File: config.mk
export PLATFORM = sky130hd
export DESIGN_NAME = touch_scan
export DESIGN_NICKNAME = d
export VERILOG_FILES = /design/src/rtl/touch_scan.sv
export SDC_FILE = /design/constraint.sdc
export NUM_CORES = 1
export LEC_CHECK = 0
export CORE_MARGIN = 1.5
export CORE_UTILIZATION = 30
export DETAILED_ROUTE_END_ITERATION = 6
export SLEW_MARGIN = 20
export SYNTH_ARGS = -nofsm -noshare
export SYNTH_HDL_FRONTEND = slang
export SYNTH_SLANG_ARGS = --single-unit
File: constraint.sdc
create_clock -name i_clk -period 4.1 [get_ports i_clk]
set_input_delay 0.82 -clock i_clk [delete_from_list [all_inputs] [get_ports i_clk]]
set_output_delay 0.82 -clock i_clk [all_outputs]
set_load 0.05 [all_outputs]
File: src/rtl/touch_scan.sv
// Active pad scanner: drives one pad low at a time and senses the rest through their pull-ups.
// Produces a debounced N x N contact matrix, a per-pad stuck-low flag and per-scan pulses.
module touch_scan #(
  parameter int N_PADS     = 4,
  parameter int SETTLE_CYC = 48,
  parameter int GAP_CYC    = 48_000,
  parameter int DEBOUNCE   = 3
) (
  input  logic                       i_clk,
  input  logic                       i_rst_n,
  input  logic [N_PADS-1:0]          i_pad_in,
  output logic [N_PADS-1:0]          o_pad_oe,
  output logic [N_PADS-1:0]          o_pad_out,
  output logic [N_PADS*N_PADS-1:0]   o_matrix,
  output logic [N_PADS-1:0]          o_stuck,
  output logic                       o_scan_done,
  output logic                       o_change
);

  localparam int CNT_MAX = (GAP_CYC > SETTLE_CYC) ? GAP_CYC : SETTLE_CYC;
  localparam int CNT_W   = $clog2(CNT_MAX);
  localparam int K_W     = $clog2(N_PADS);
  localparam int RUN_W   = $clog2(DEBOUNCE + 1);
  localparam int MAT_W   = N_PADS * N_PADS;

  localparam logic [CNT_W-1:0]  GAP_LAST    = CNT_W'(GAP_CYC - 1);
  localparam logic [CNT_W-1:0]  SETTLE_LAST = CNT_W'(SETTLE_CYC - 1);
  localparam logic [K_W-1:0]    K_LAST      = K_W'(N_PADS - 1);
  localparam logic [RUN_W-1:0]  RUN_MAX     = RUN_W'(DEBOUNCE);
  localparam logic [N_PADS-1:0] PAD_ONE     = N_PADS'(1);

  typedef enum logic [1:0] {
    ST_GAP,
    ST_DRIVE,
    ST_SAMPLE,
    ST_COMMIT
  } state_t;

  state_t             state_reg, state_next;
  logic [CNT_W-1:0]   cnt_reg, cnt_next;
  logic [K_W-1:0]     k_reg, k_next;
  logic [N_PADS-1:0]  oe_reg, oe_next;
  logic               capture_stuck;
  logic               capture_row;

  logic [N_PADS-1:0]  pad_meta_reg;
  logic [N_PADS-1:0]  pad_sync_reg;
  logic [N_PADS-1:0]  stuck_raw_reg;
  logic [N_PADS-1:0]  stuck_reg;
  logic [N_PADS-1:0]  row_reg [N_PADS];
  logic [N_PADS-1:0]  k_onehot;
  logic [N_PADS-1:0]  row_value;
  logic [MAT_W-1:0]   matrix_cap;
  logic [MAT_W-1:0]   cand_reg;
  logic [MAT_W-1:0]   matrix_reg;
  logic [RUN_W-1:0]   run_reg;
  logic [RUN_W-1:0]   run_new;
  logic               commit_new;
  logic               done_reg;
  logic               change_reg;

  // Pads idle high through their pull-ups, so the synchronizer resets to all ones.
  always_ff @(posedge i_clk or negedge i_rst_n) begin
    if (!i_rst_n) begin
      pad_meta_reg <= '1;
      pad_sync_reg <= '1;
    end else begin
      pad_meta_reg <= i_pad_in;
      pad_sync_reg <= pad_meta_reg;
    end
  end

  always_ff @(posedge i_clk or negedge i_rst_n) begin
    if (!i_rst_n) begin
      state_reg <= ST_GAP;
      cnt_reg   <= '0;
      k_reg     <= '0;
      oe_reg    <= '0;
    end else begin
      state_reg <= state_next;
      cnt_reg   <= cnt_next;
      k_reg     <= k_next;
      oe_reg    <= oe_next;
    end
  end

  always_comb begin
    state_next    = state_reg;
    cnt_next      = cnt_reg;
    k_next        = k_reg;
    capture_stuck = 1'b0;
    capture_row   = 1'b0;
    case (state_reg)
      ST_GAP: begin
        if (cnt_reg == GAP_LAST) begin
          cnt_next      = '0;
          k_next        = '0;
          capture_stuck = 1'b1;
          state_next    = ST_DRIVE;
        end else begin
          cnt_next = cnt_reg + CNT_W'(1);
        end
      end
      ST_DRIVE: begin
        if (cnt_reg == SETTLE_LAST) begin
          cnt_next   = '0;
          state_next = ST_SAMPLE;
        end else begin
          cnt_next = cnt_reg + CNT_W'(1);
        end
      end
      ST_SAMPLE: begin
        capture_row = 1'b1;
        if (k_reg == K_LAST) begin
          state_next = ST_COMMIT;
        end else begin
          k_next     = k_reg + K_W'(1);
          state_next = ST_DRIVE;
        end
      end
      ST_COMMIT: begin
        state_next = ST_GAP;
      end
      default: begin
        state_next = ST_GAP;
      end
    endcase
    // Output enable is registered off the next state so the pad lines never glitch.
    if (state_next == ST_DRIVE || state_next == ST_SAMPLE) begin
      oe_next = PAD_ONE << k_next;
    end else begin
      oe_next = '0;
    end
  end

  // Stuck pads read low while nothing is driven; capture them just before the scan starts.
  always_ff @(posedge i_clk or negedge i_rst_n) begin
    if (!i_rst_n) begin
      stuck_raw_reg <= '0;
    end else if (capture_stuck) begin
      stuck_raw_reg <= ~pad_sync_reg;
    end
  end

  assign k_onehot  = PAD_ONE << k_reg;
  assign row_value = ~pad_sync_reg & ~k_onehot;

  generate
    for (genvar gi = 0; gi < N_PADS; gi++) begin : g_row
      always_ff @(posedge i_clk or negedge i_rst_n) begin
        if (!i_rst_n) begin
          row_reg[gi] <= '0;
        end else if (capture_row && k_onehot[gi]) begin
          row_reg[gi] <= row_value;
        end
      end
      assign matrix_cap[gi*N_PADS +: N_PADS] = row_reg[gi];
    end
  endgenerate

  // A new pattern restarts the run at 1; a repeated one counts up and saturates.
  always_comb begin
    if (matrix_cap != cand_reg) begin
      run_new = RUN_W'(1);
    end else if (run_reg == RUN_MAX) begin
      run_new = run_reg;
    end else begin
      run_new = run_reg + RUN_W'(1);
    end
    commit_new = (run_new == RUN_MAX) && (matrix_cap != matrix_reg);
  end

  always_ff @(posedge i_clk or negedge i_rst_n) begin
    if (!i_rst_n) begin
      cand_reg   <= '0;
      run_reg    <= '0;
      matrix_reg <= '0;
      stuck_reg  <= '0;
      done_reg   <= 1'b0;
      change_reg <= 1'b0;
    end else begin
      done_reg   <= (state_reg == ST_COMMIT);
      change_reg <= 1'b0;
      if (state_reg == ST_COMMIT) begin
        cand_reg  <= matrix_cap;
        run_reg   <= run_new;
        stuck_reg <= stuck_raw_reg;
        if (commit_new) begin
          matrix_reg <= matrix_cap;
          change_reg <= 1'b1;
        end
      end
    end
  end

  assign o_pad_oe    = oe_reg;
  assign o_pad_out   = '0;
  assign o_matrix    = matrix_reg;
  assign o_stuck     = stuck_reg;
  assign o_scan_done = done_reg;
  assign o_change    = change_reg;

endmodule
==> out/results.tsv, run 1 <==
stage	metric	value	unit
outcome	status	completed	
global_route	largest net degree at the start of global routing	87	
worst_setup_path	Worst Path Buf+Inv	0	
logic_synthesis	Synth Area in Simple Gates	14.4	%
logic_synthesis	Post-Synthesis Cells	326	
sta	relative slew slack	31.6	%
logic_synthesis	area leader, netlist	dfrtp_1	
clock_network	clock buffer depth	2	
sta	RSZ-0062 raised after global routing	false	
worst_setup_path	nature of the critical path startpoint	flop	
die	core footprint	12800	sq um
logic_synthesis	main area contributors after synthesis	dfrtp_1, mux2_2, xor2_1, dfstp_2, xnor2_1	
sta	worst-margin pin slew	1.02	ns
global_route	vias in the first global route	2434	
logic_synthesis	Synth warnings	0	
sta	setup_tns	0	ns
drt	Vias	2458	
logic_synthesis	largest family of logic cells by synthesized area	simple AND/OR/NAND/NOR gates	
sta	setup ws final	1.53	ns
worst_setup_path	CP max FO	17	
worst_setup_path	WP data arrival	2.80	ns
drt	DRT Wirelength	7.43	mm
logic_synthesis	Mapped Avg Cell Area	12.2	sq um
pwr	P_leak	2.28	nW
logic_synthesis	Cell variety after synth	41	
placed_design	Placer Congestion	0.755	
worst_setup_path	critical path, cell by cell	xor2_1 -> nor4_2 -> nand4_1 -> nor3_4 -> mux2_2	
sta	hold violation count in the final report	0	
clock_network	worst skew pair latency	0.34	ns
logic_synthesis	Synth Flop Type	dfrtp_1	
worst_hold_path	Hold WC Path Type	reg -> reg	
layout	Filler cells	1233	
global_route	first-pass GRT wire length	12.7	mm
logic_synthesis	post-synthesis compound-gate area fraction	4.59	%
clock_network	Resize count post-CTS	0	
die	top-level I/O count	36	
clock_network	cts hold-fix bufs	0	
job	Max Cap Violations	0	
clock_network	clock tree from TritonCTS	done	
sta	final clock skew	0.00747	ns
logic_synthesis	most instantiated cells after synthesis	dfrtp_1, nor2_1, xor2_1, nand2_1, mux2_2	
logic_synthesis	mux share of post-synthesis cell area	11.0	%
die	Die X	118	microns
logic_synthesis	number of synthesized flops with an enable pin	0	
drt	Routed WL per cell	13.8	microns
sta	final count of pins violating max slew	0	
placed_design	IO Port Bufs	31	
placed_design	hpwl dp	5.14	mm
drt	vias per inst	4.56	
worst_setup_path	worst stage delay on the critical path	0.88	ns
logic_synthesis	async set-reset flop share out of synthesis	100	%
global_route	initial antenna violation count	0	
placed_design	Place WS	1.48	ns
layout	ANT cells	0	
die	Starting Density	31.2	%
drt	drt drc	0	
die	die area	14000	sq um
layout	share of layout cells above drive strength 1	17.4	%
logic_synthesis	Mapped Area	3980	sq um
layout	Area Growth Syn to Fin	20.6	%
logic_synthesis	register area share after synthesis	58.1	%
logic_synthesis	most frequent cell after synthesis	dfrtp_1	
sta	fin crit period	2.57	ns
worst_setup_path	Critical Path RT	4.32	ns
sta	maximum clock frequency	389	MHz
drt	drt first pass iters	4	
die	Cell Rows	41	
worst_setup_path	crit path max-delay cell type	nor3_4	
clock_network	Num CTS Buffers	9	
global_route	grt ovf	0	
drt	Routed Antenna Nets	0	
layout	final net count	369	
logic_synthesis	post-synth top area share	52.8	%
worst_setup_path	kind of critical path	reg -> reg	
die	Die Y-Extent	118	microns
clock_network	CTS root buffer	clkbuf_16	
logic_synthesis	FF+latch count, synth	92	
clock_network	Post-CTS Setup Bufs	0	
pwr	VDD IR max	0.000187	V
logic_synthesis	Synth Area in XOR/XNOR	9.46	%
clock_network	Reg clk slew, reported paths	0.07	ns
logic_synthesis	synthesized-area fraction occupied by adder cells	0.314	%
clock_network	Clock Sinks	92	
global_route	GRT Overall Usage	11.7	%
clock_network	H-tree depth	3	
drt	first-iteration detailed-routing DRC count	99	
worst_setup_path	Largest delay share family, worst path	simple AND/OR/NAND/NOR gates	
worst_setup_path	CP endpoint kind	flop	
sta	Final setup viols	0	
pwr	PD cells	394	nW/um^2
sta	crit share post-route	62.7	%
## cell usage in the layout (no fill, tap or decap), types with 2 or more instances in the layout
master,count
inv_1,2
xor2_1,26
nand2b_1,2
mux2_4,9
and3_1,4
clkbuf_16,9
nand3_1,10
or2_2,2
nor4_2,4
dfstp_2,8
dfrtp_1,84
clkbuf_1,2
nor3_1,4
nor2b_1,6
nand2_1,25
nand4_1,9
mux2_1,6
nor4_1,4
xnor2_1,17
a21oi_1,18
and2_1,3
bufinv_16,3
conb_1,4
o21ai_0,10
mux2_2,21
clkdlybuf4s50_1,30
nor2_1,27
## worst register-to-register path, cell delays in order (launching register included)
cell and delay (ns):
dfrtp_1 0.44, xor2_1 0.17, nor4_2 0.31, nand4_1 0.24, nor3_4 0.88, mux2_2 0.42
## final cells by class
class / instances / area [sq um] / share of cell area (%)
sequential: 92 / 2310 / 48.2
timing repair buffer: 32 / 319 / 6.64
multi-input combinational: 224 / 1600 / 33.3
clock inverter: 4 / 98.8 / 2.06
tap: 172 / 215 / 4.48
clock buffer: 12 / 246 / 5.13
inverter: 3 / 11.3 / 0.234
## metrics by stage
stage / area (sq um) / power (mW) / std cells / hold slack, ns / util, %
floorplan: 3990 / 0.945 / 329 / 0.345 / -
global route: 4800 / 1.96 / 539 / 0.360 / 37.6
CTS: 4800 / 1.92 / 539 / 0.357 / 37.6
detailed placement: 4450 / 0.967 / 523 / 0.348 / 34.9
global placement: 4450 / 0.967 / 523 / 0.346 / 34.9
finish: 4800 / 1.89 / 539 / 0.355 / 37.6
## report_power, final
part           internal [mW]  total [mW]  switching [mW]
Clock                  0.614       0.945           0.331
Combinational        0.00494      0.0303          0.0254
Sequential             0.915       0.919         0.00385
## final timing paths
check | from | to | slack [ns] | cells after the start
max | matrix_cap[7] | o_matrix[0] | 1.53 | 5
min reg2reg | pad_meta_reg[1] | pad_sync_reg[1] | 0.36 | 0
max in group asynchronous | i_rst_n | matrix_cap[12] | 2.98 | 2
min | pad_meta_reg[1] | pad_sync_reg[1] | 0.36 | 0
min in group asynchronous | i_rst_n | cand_reg[15] | 0.54 | 1
max reg2reg | matrix_cap[7] | o_matrix[0] | 1.53 | 5
## logic make-up after synthesis
| kind of cell | Yosys count |
|---|---|
| AND/OR/NAND/NOR | 107 |
| flip-flops | 92 |
| XOR/XNOR | 43 |
| multiplexers | 36 |
| AO/OA/AOI/OAI | 33 |
| buffers and inverters | 13 |
| adder cells (fa/ha/maj) | 1 |
| other | 1 |
## routing by layer
layer | wire (microns) | part of all wire [%] | GRT usage, % | vias up
met5 | 0 | 0 | 0 | -
met2 | 3560 | 48 | 18.8 | 41
met4 | 99 | 1.3 | 4.34 | 0
li1 | - | - | - | 1188
met3 | 270 | 3.6 | 3.57 | 10
met1 | 3500 | 47 | 14.7 | 1219
(Power assumes the default switching activity.)
==> run 2: changes to the inputs <==
==> constraint.sdc (replaced) <==
create_clock -name i_clk -period 2.45 [get_ports i_clk]
set_input_delay 0.49 -clock i_clk [delete_from_list [all_inputs] [get_ports i_clk]]
set_output_delay 0.49 -clock i_clk [all_outputs]
set_load 0.05 [all_outputs]
==> run 2 against run 1 <==
  * Design area grew 0.55%
  * Clock skew shrank 0.00050 ns
  * Sequential power grew 68%
  * Combinational power grew 85%
  * Fmax grew 17%
  * Routed wire length grew 2.0%
==> out/results.tsv, run 2 (synthesis gave the netlist of run 1 again) <==
stage	metric	value	unit	change
worst_setup_path	CP endpoint kind	flop		
layout	fin area	4830	sq um	+0.55%
drt	drt drc	0		unchanged
placed_design	Placer Congestion	0.736		-2.6%
worst_setup_path	nature of the critical path startpoint	flop		
placed_design	Post-DP Area	4520	sq um	+1.5%
drt	Vias	2506		+2.0%
layout	highest-count cells in the layout ignoring fill and taps	dfrtp_1, clkdlybuf4s50_1, nor2_1		
worst_setup_path	Critical Path RT	2.67	ns	-1.65 ns
die	Starting Density	31.2	%	unchanged
layout	Filler cells	1237		+0.32%
clock_network	Post-CTS Setup Bufs	0		unchanged
clock_network	clock tree from TritonCTS	done		
clock_network	CTS root buffer	clkbuf_16		
sta	maximum clock frequency	455	MHz	+17%
clock_network	cts hold-fix bufs	0		unchanged
layout	Multi-input gate area	1600	sq um	unchanged
pwr	PD cells	626	nW/um^2	+59%
global_route	grt ovf	0		unchanged
drt	first-iteration detailed-routing DRC count	117		+18%
global_route	vias in the first global route	2604		+7.0%
sta	Final setup viols	0		unchanged
sta	crit share post-route	89.7	%	+27 points
worst_setup_path	WP data arrival	2.42	ns	-0.38 ns
sta	final clock skew	0.00697	ns	-0.000503 ns
worst_setup_path	Reg2Reg Depth	6		+1
global_route	GRT Overall Usage	12.0	%	+0.33 points
die	die area	14000	sq um	unchanged
clock_network	worst skew pair latency	0.34	ns	about the same
worst_setup_path	reg2reg setup slack	0.25	ns	-1.28 ns
sta	relative slew slack	53.7	%	+22 points
clock_network	Clock Sinks	92		unchanged
pwr	P_leak	2.30	nW	+1.0%
clock_network	clock buffer depth	2		unchanged
die	Cell Rows	41		unchanged
pwr	VDD IR max	0.000327	V	+76%
global_route	first-pass GRT wire length	13.1	mm	+3.5%
clock_network	Resize count post-CTS	0		unchanged
worst_hold_path	Hold WC Path Type	in -> async		
placed_design	hpwl dp	5.32	mm	+3.6%
drt	Routed Antenna Nets	0		unchanged
drt	DRT Wirelength	7.58	mm	+2.0%
placed_design	IO Port Bufs	31		unchanged
layout	ANT cells	0		unchanged
die	Die Y-Extent	118	microns	unchanged
global_route	largest net degree at the start of global routing	45		-48%
clock_network	H-tree depth	3		unchanged
layout	commonest non-fill, non-tap cell in the layout	dfrtp_1		
outcome	status	completed		
sta	hold violation count in the final report	0		unchanged
worst_setup_path	reg-to-reg endpoint	o_matrix[0]		
die	top-level I/O count	36		unchanged
job	Max Cap Violations	0		unchanged
sta	final count of pins violating max slew	0		unchanged
clock_network	Num CTS Buffers	9		unchanged
layout	Area Growth Syn to Fin	21.3	%	
sta	RSZ-0062 raised after global routing	false		
sta	fin crit period	2.20	ns	-0.373 ns
drt	vias per inst	4.59		+0.65%
sta	worst-margin pin slew	0.692	ns	-0.330 ns
global_route	initial antenna violation count	0		unchanged
drt	drt first pass iters	4		unchanged
worst_setup_path	reg-to-reg startpoint	matrix_cap[9]		
die	core footprint	12800	sq um	unchanged
clock_network	Reg clk slew, reported paths	0.06	ns	about the same
drt	Routed WL per cell	13.9	microns	+0.68%
worst_setup_path	kind of critical path	reg -> reg		
layout	register area	2310	sq um	unchanged
sta	setup_tns	0	ns	unchanged
layout	share of layout cells above drive strength 1	19.0	%	+1.5 points
layout	final net count	376		+1.9%
worst_setup_path	CP max FO	13		-4
die	Die X	118	microns	unchanged
run 2: cell types whose count changed in the layout (fill, tap and decap cells not counted), sizes merged:
cell	change
buf	+7
bufinv	-1
clkbuf	-1
clkinv	+1
clkinvlp	+1
run 2: layout make-up:
cell class,instances,area share (%)
tap,172,4.46
sequential,92,47.9
clock inverter,5,1.61
multi-input combinational,224,33.1
clock buffer,11,4.82
timing repair buffer,39,7.88
inverter,3,0.233
run 2: worst max path at each step:
stage,from,end,slack (ns),depth (start not counted)
detailed placement,matrix_cap[9],o_matrix[0],0.26,6
finish,matrix_cap[9],o_matrix[0],0.25,6
floorplan,o_matrix[7],o_matrix[10],0.30,6
CTS,matrix_cap[9],o_matrix[0],0.25,6
global route,matrix_cap[7],o_matrix[0],0.15,6
global placement,matrix_cap[9],o_matrix[0],0.33,6
run 2: worst max-delay path, cell delays in order (launching register included):
cell and delay [ns]:
dfrtp_1 0.43, xor2_1 0.17, nor4_2 0.34, nand4_1 0.25, nor3_4 0.24, buf_4 0.28
mux2_2 0.36
run 2: power breakdown:
| part | internal (mW) | switching [mW] | total, mW |
|---|---|---|---|
| combinational | 0.0120 | 0.0440 | 0.0560 |
| clock | 0.890 | 0.538 | 1.43 |
| sequential | 1.53 | 0.00650 | 1.54 |
| total | 2.43 | 0.588 | 3.02 |
run 2: per-layer routing:
layer | share of wire (%) | GRT usage, %
met5 | 0 | 0
met1 | 47 | 15.3
met3 | 3.8 | 4.34
met2 | 49 | 19.4
met4 | 1.1 | 2.90
run 2: stage by stage:
stage | setup WS [ns] | utilization (%) | hold slack [ns] | total power [mW] | cells
2_1_floorplan | 0.297 | - | 0.194 | 1.58 | 329
3_3_place_gp | 0.327 | 35.4 | 0.347 | 1.62 | 530
3_5_place_dp | 0.263 | 35.4 | 0.348 | 1.62 | 530
4_1_cts | 0.250 | 37.8 | 0.175 | 3.08 | 546
5_1_grt | 0.150 | 37.8 | 0.210 | 3.13 | 546
6_report | 0.252 | 37.8 | 0.165 | 3.02 | 546
==> run 3: changes to the inputs <==
--- a/config.mk
+++ b/config.mk
@@ -8,6 +8,7 @@
 export CORE_MARGIN = 1.5
 export CORE_UTILIZATION = 30
 export DETAILED_ROUTE_END_ITERATION = 6
+export PLACE_DENSITY = 0.56
 export SLEW_MARGIN = 20
 export SYNTH_ARGS = -nofsm -noshare
 export SYNTH_HDL_FRONTEND = slang
==> run 3 against run 2 <==
  * Critical path depth is the same
  * Sequential power is essentially flat
  * First-iteration DRC count grew 6.0%
  * Total power shrank 1.3%
  * Combinational power shrank 3%
  * Clock skew grew 0.00094 ns
  * Worst hold slack lost 0.081 ns
  * Non-clock buffer count is the same
  * Global-route usage shrank 0.33 points
  * Clock power shrank 3%
  * Critical endpoint is now o_matrix[15]
  * Largest power group unchanged
==> out/results.tsv, run 3 (synthesis gave the netlist of run 1 again) <==
stage	metric	value	unit	change
outcome	status	completed		
die	Starting Density	31.2	%	unchanged
clock_network	worst skew pair latency	0.34	ns	about the same
global_route	GRT Overall Usage	11.7	%	-0.33 points
clock_network	Post-CTS Setup Bufs	0		unchanged
placed_design	IO Port Bufs	31		unchanged
sta	final count of pins violating max slew	0		unchanged
pwr	Reg power frac	51.6	%	+0.7 points
clock_network	cts hold-fix bufs	0		unchanged
drt	Routed Antenna Nets	0		unchanged
worst_setup_path	nature of the critical path startpoint	flop		
layout	Filler cells	1236		-0.081%
die	Cell Rows	41		unchanged
worst_setup_path	WP data arrival	2.37	ns	-0.05 ns
pwr	VDD IR max	0.000311	V	-5.1%
sta	Min Hold Slack	0.0836	ns	-0.0810 ns
global_route	initial antenna violation count	0		unchanged
clock_network	clock buffer depth	2		unchanged
die	top-level I/O count	36		unchanged
pwr	Clock Power Share	46.6	%	-0.6 points
placed_design	hpwl dp	5.47	mm	+2.8%
sta	final clock skew	0.00791	ns	+0.000940 ns
layout	commonest non-fill, non-tap cell in the layout	dfrtp_1		
sta	RSZ-0062 raised after global routing	false		
worst_setup_path	reg2reg setup slack	0.29	ns	+0.04 ns
sta	maximum clock frequency	464	MHz	+2.0%
drt	Routed WL per cell	14.2	microns	+2.0%
die	Die Y-Extent	118	microns	unchanged
worst_hold_path	Hold WC Path Type	in -> async		
worst_setup_path	kind of critical path	reg -> reg		
sta	hold violation count in the final report	0		unchanged
sta	relative slew slack	54.7	%	+0.99 points
pwr	combinational power share	1.8	%	about the same
job	Max Cap Violations	0		unchanged
global_route	vias in the first global route	2525		-3.0%
global_route	grt ovf	0		unchanged
global_route	largest net degree at the start of global routing	39		-13%
die	core footprint	12800	sq um	unchanged
pwr	Sw Pwr	0.622	mW	+5.7%
worst_setup_path	reg-to-reg endpoint	o_matrix[15]		
placed_design	Placer Congestion	0.774		+5.3%
worst_setup_path	Critical Path RT	2.67	ns	about the same
drt	Vias	2480		-1.0%
clock_network	CTS root buffer	clkbuf_16		
layout	highest-count cells in the layout ignoring fill and taps	dfrtp_1, clkdlybuf4s50_1, nor2_1		
clock_network	clock tree from TritonCTS	done		
worst_setup_path	CP endpoint kind	flop		
clock_network	Resize count post-CTS	0		unchanged
pwr	Int Pwr	2.36	mW	-3.0%
worst_setup_path	CP max FO	11		-2
drt	DRT Wirelength	7.73	mm	+2.0%
clock_network	Num CTS Buffers	9		unchanged
layout	final net count	376		unchanged
drt	drt drc	0		unchanged
sta	Final setup viols	0		unchanged
drt	vias per inst	4.54		-1.0%
sta	fin crit period	2.16	ns	-0.0430 ns
sta	crit share post-route	88.0	%	-1.8 points
drt	first-iteration detailed-routing DRC count	124		+6.0%
drt	drt first pass iters	4		unchanged
pwr	PD cells	619	nW/um^2	-1.1%
clock_network	Clock Sinks	92		unchanged
layout	ANT cells	0		unchanged
global_route	first-pass GRT wire length	12.8	mm	-2.8%
worst_setup_path	CP startpoint	matrix_cap[15]		
die	die area	14000	sq um	unchanged
clock_network	H-tree depth	3		unchanged
sta	worst-margin pin slew	0.677	ns	-0.0148 ns
worst_setup_path	reg-to-reg startpoint	matrix_cap[15]		
layout	share of layout cells above drive strength 1	19.5	%	+0.53 points
pwr	sw frac	20.9	%	+1.4 points
clock_network	Reg clk slew, reported paths	0.06	ns	about the same
pwr	P_leak	2.31	nW	+0.16%
worst_setup_path	Reg2Reg Depth	6		unchanged
sta	setup_tns	0	ns	unchanged
die	Die X	118	microns	unchanged
layout	Area Growth Syn to Fin	21.1	%	
## run 3: cell types whose count changed in the layout (fill, tap and decap cells not counted), sizes merged
cell,delta
bufinv,-1
clkbuf,-1
clkinv,+2
clkinvlp,-1
inv,+1
## run 3: layer usage
metal	vias to the layer above	share of wire (%)	wire length (microns)	global-route usage (%)
met5	-	0	0	0
met1	1234	49	3770	15.4
met3	7	3.2	249	3.33
met2	42	47	3610	18.6
met4	0	1.2	96	3.43
li1	1197	-	-	-
## run 3: critical path, cell delays in order, from the launching register on
cell and delay (ns):
dfrtp_1 0.43, xor2_1 0.18, nor4_1 0.37, nand4_1 0.25, nor3_4 0.22, buf_4 0.26
mux2_1 0.34
## run 3: cell type report
| class | count | area [sq um] | share of cell area (%) |
|---|---|---|---|
| timing repair buffer | 39 | 380 | 7.89 |
| tap | 172 | 215 | 4.47 |
| sequential | 92 | 2310 | 48.0 |
| clock buffer | 10 | 239 | 4.96 |
| clock inverter | 6 | 62.6 | 1.30 |
| inverter | 3 | 11.3 | 0.234 |
| multi-input combinational | 224 | 1600 | 33.2 |
## run 3: power by group through the flow
stage / sequential [mW] / clock (mW) / combinational, mW
global placement: 1.57 / 0 / 0.0570
floorplan: 1.56 / 0 / 0.0184
global route: 1.54 / 1.48 / 0.0627
detailed placement: 1.57 / 0 / 0.0576
CTS: 1.54 / 1.43 / 0.0577
finish: 1.54 / 1.39 / 0.0544
## run 3: how the worst max path moves through the flow
| stage | endpoint | cells past startpoint |
|---|---|---|
| floorplan | o_matrix[10] | 6 |
| global placement | o_matrix[13] | 6 |
| detailed placement | o_matrix[15] | 6 |
| CTS | o_matrix[15] | 6 |
| global route | o_matrix[15] | 6 |
| finish | o_matrix[15] | 6 |
## run 3: metrics by stage
| step | total power [mW] | instances | instance area (sq um) | setup WS [ns] | util [%] |
|---|---|---|---|---|---|
| 6_report | 2.98 | 546 | 4820 | 0.295 | 37.7 |
| 4_1_cts | 3.03 | 546 | 4820 | 0.301 | 37.7 |
| 3_5_place_dp | 1.62 | 530 | 4520 | 0.309 | 35.4 |
| 3_3_place_gp | 1.62 | 530 | 4520 | 0.300 | 35.4 |
| 5_1_grt | 3.08 | 546 | 4820 | 0.159 | 37.7 |
| 2_1_floorplan | 1.58 | 329 | 3990 | 0.297 | - |
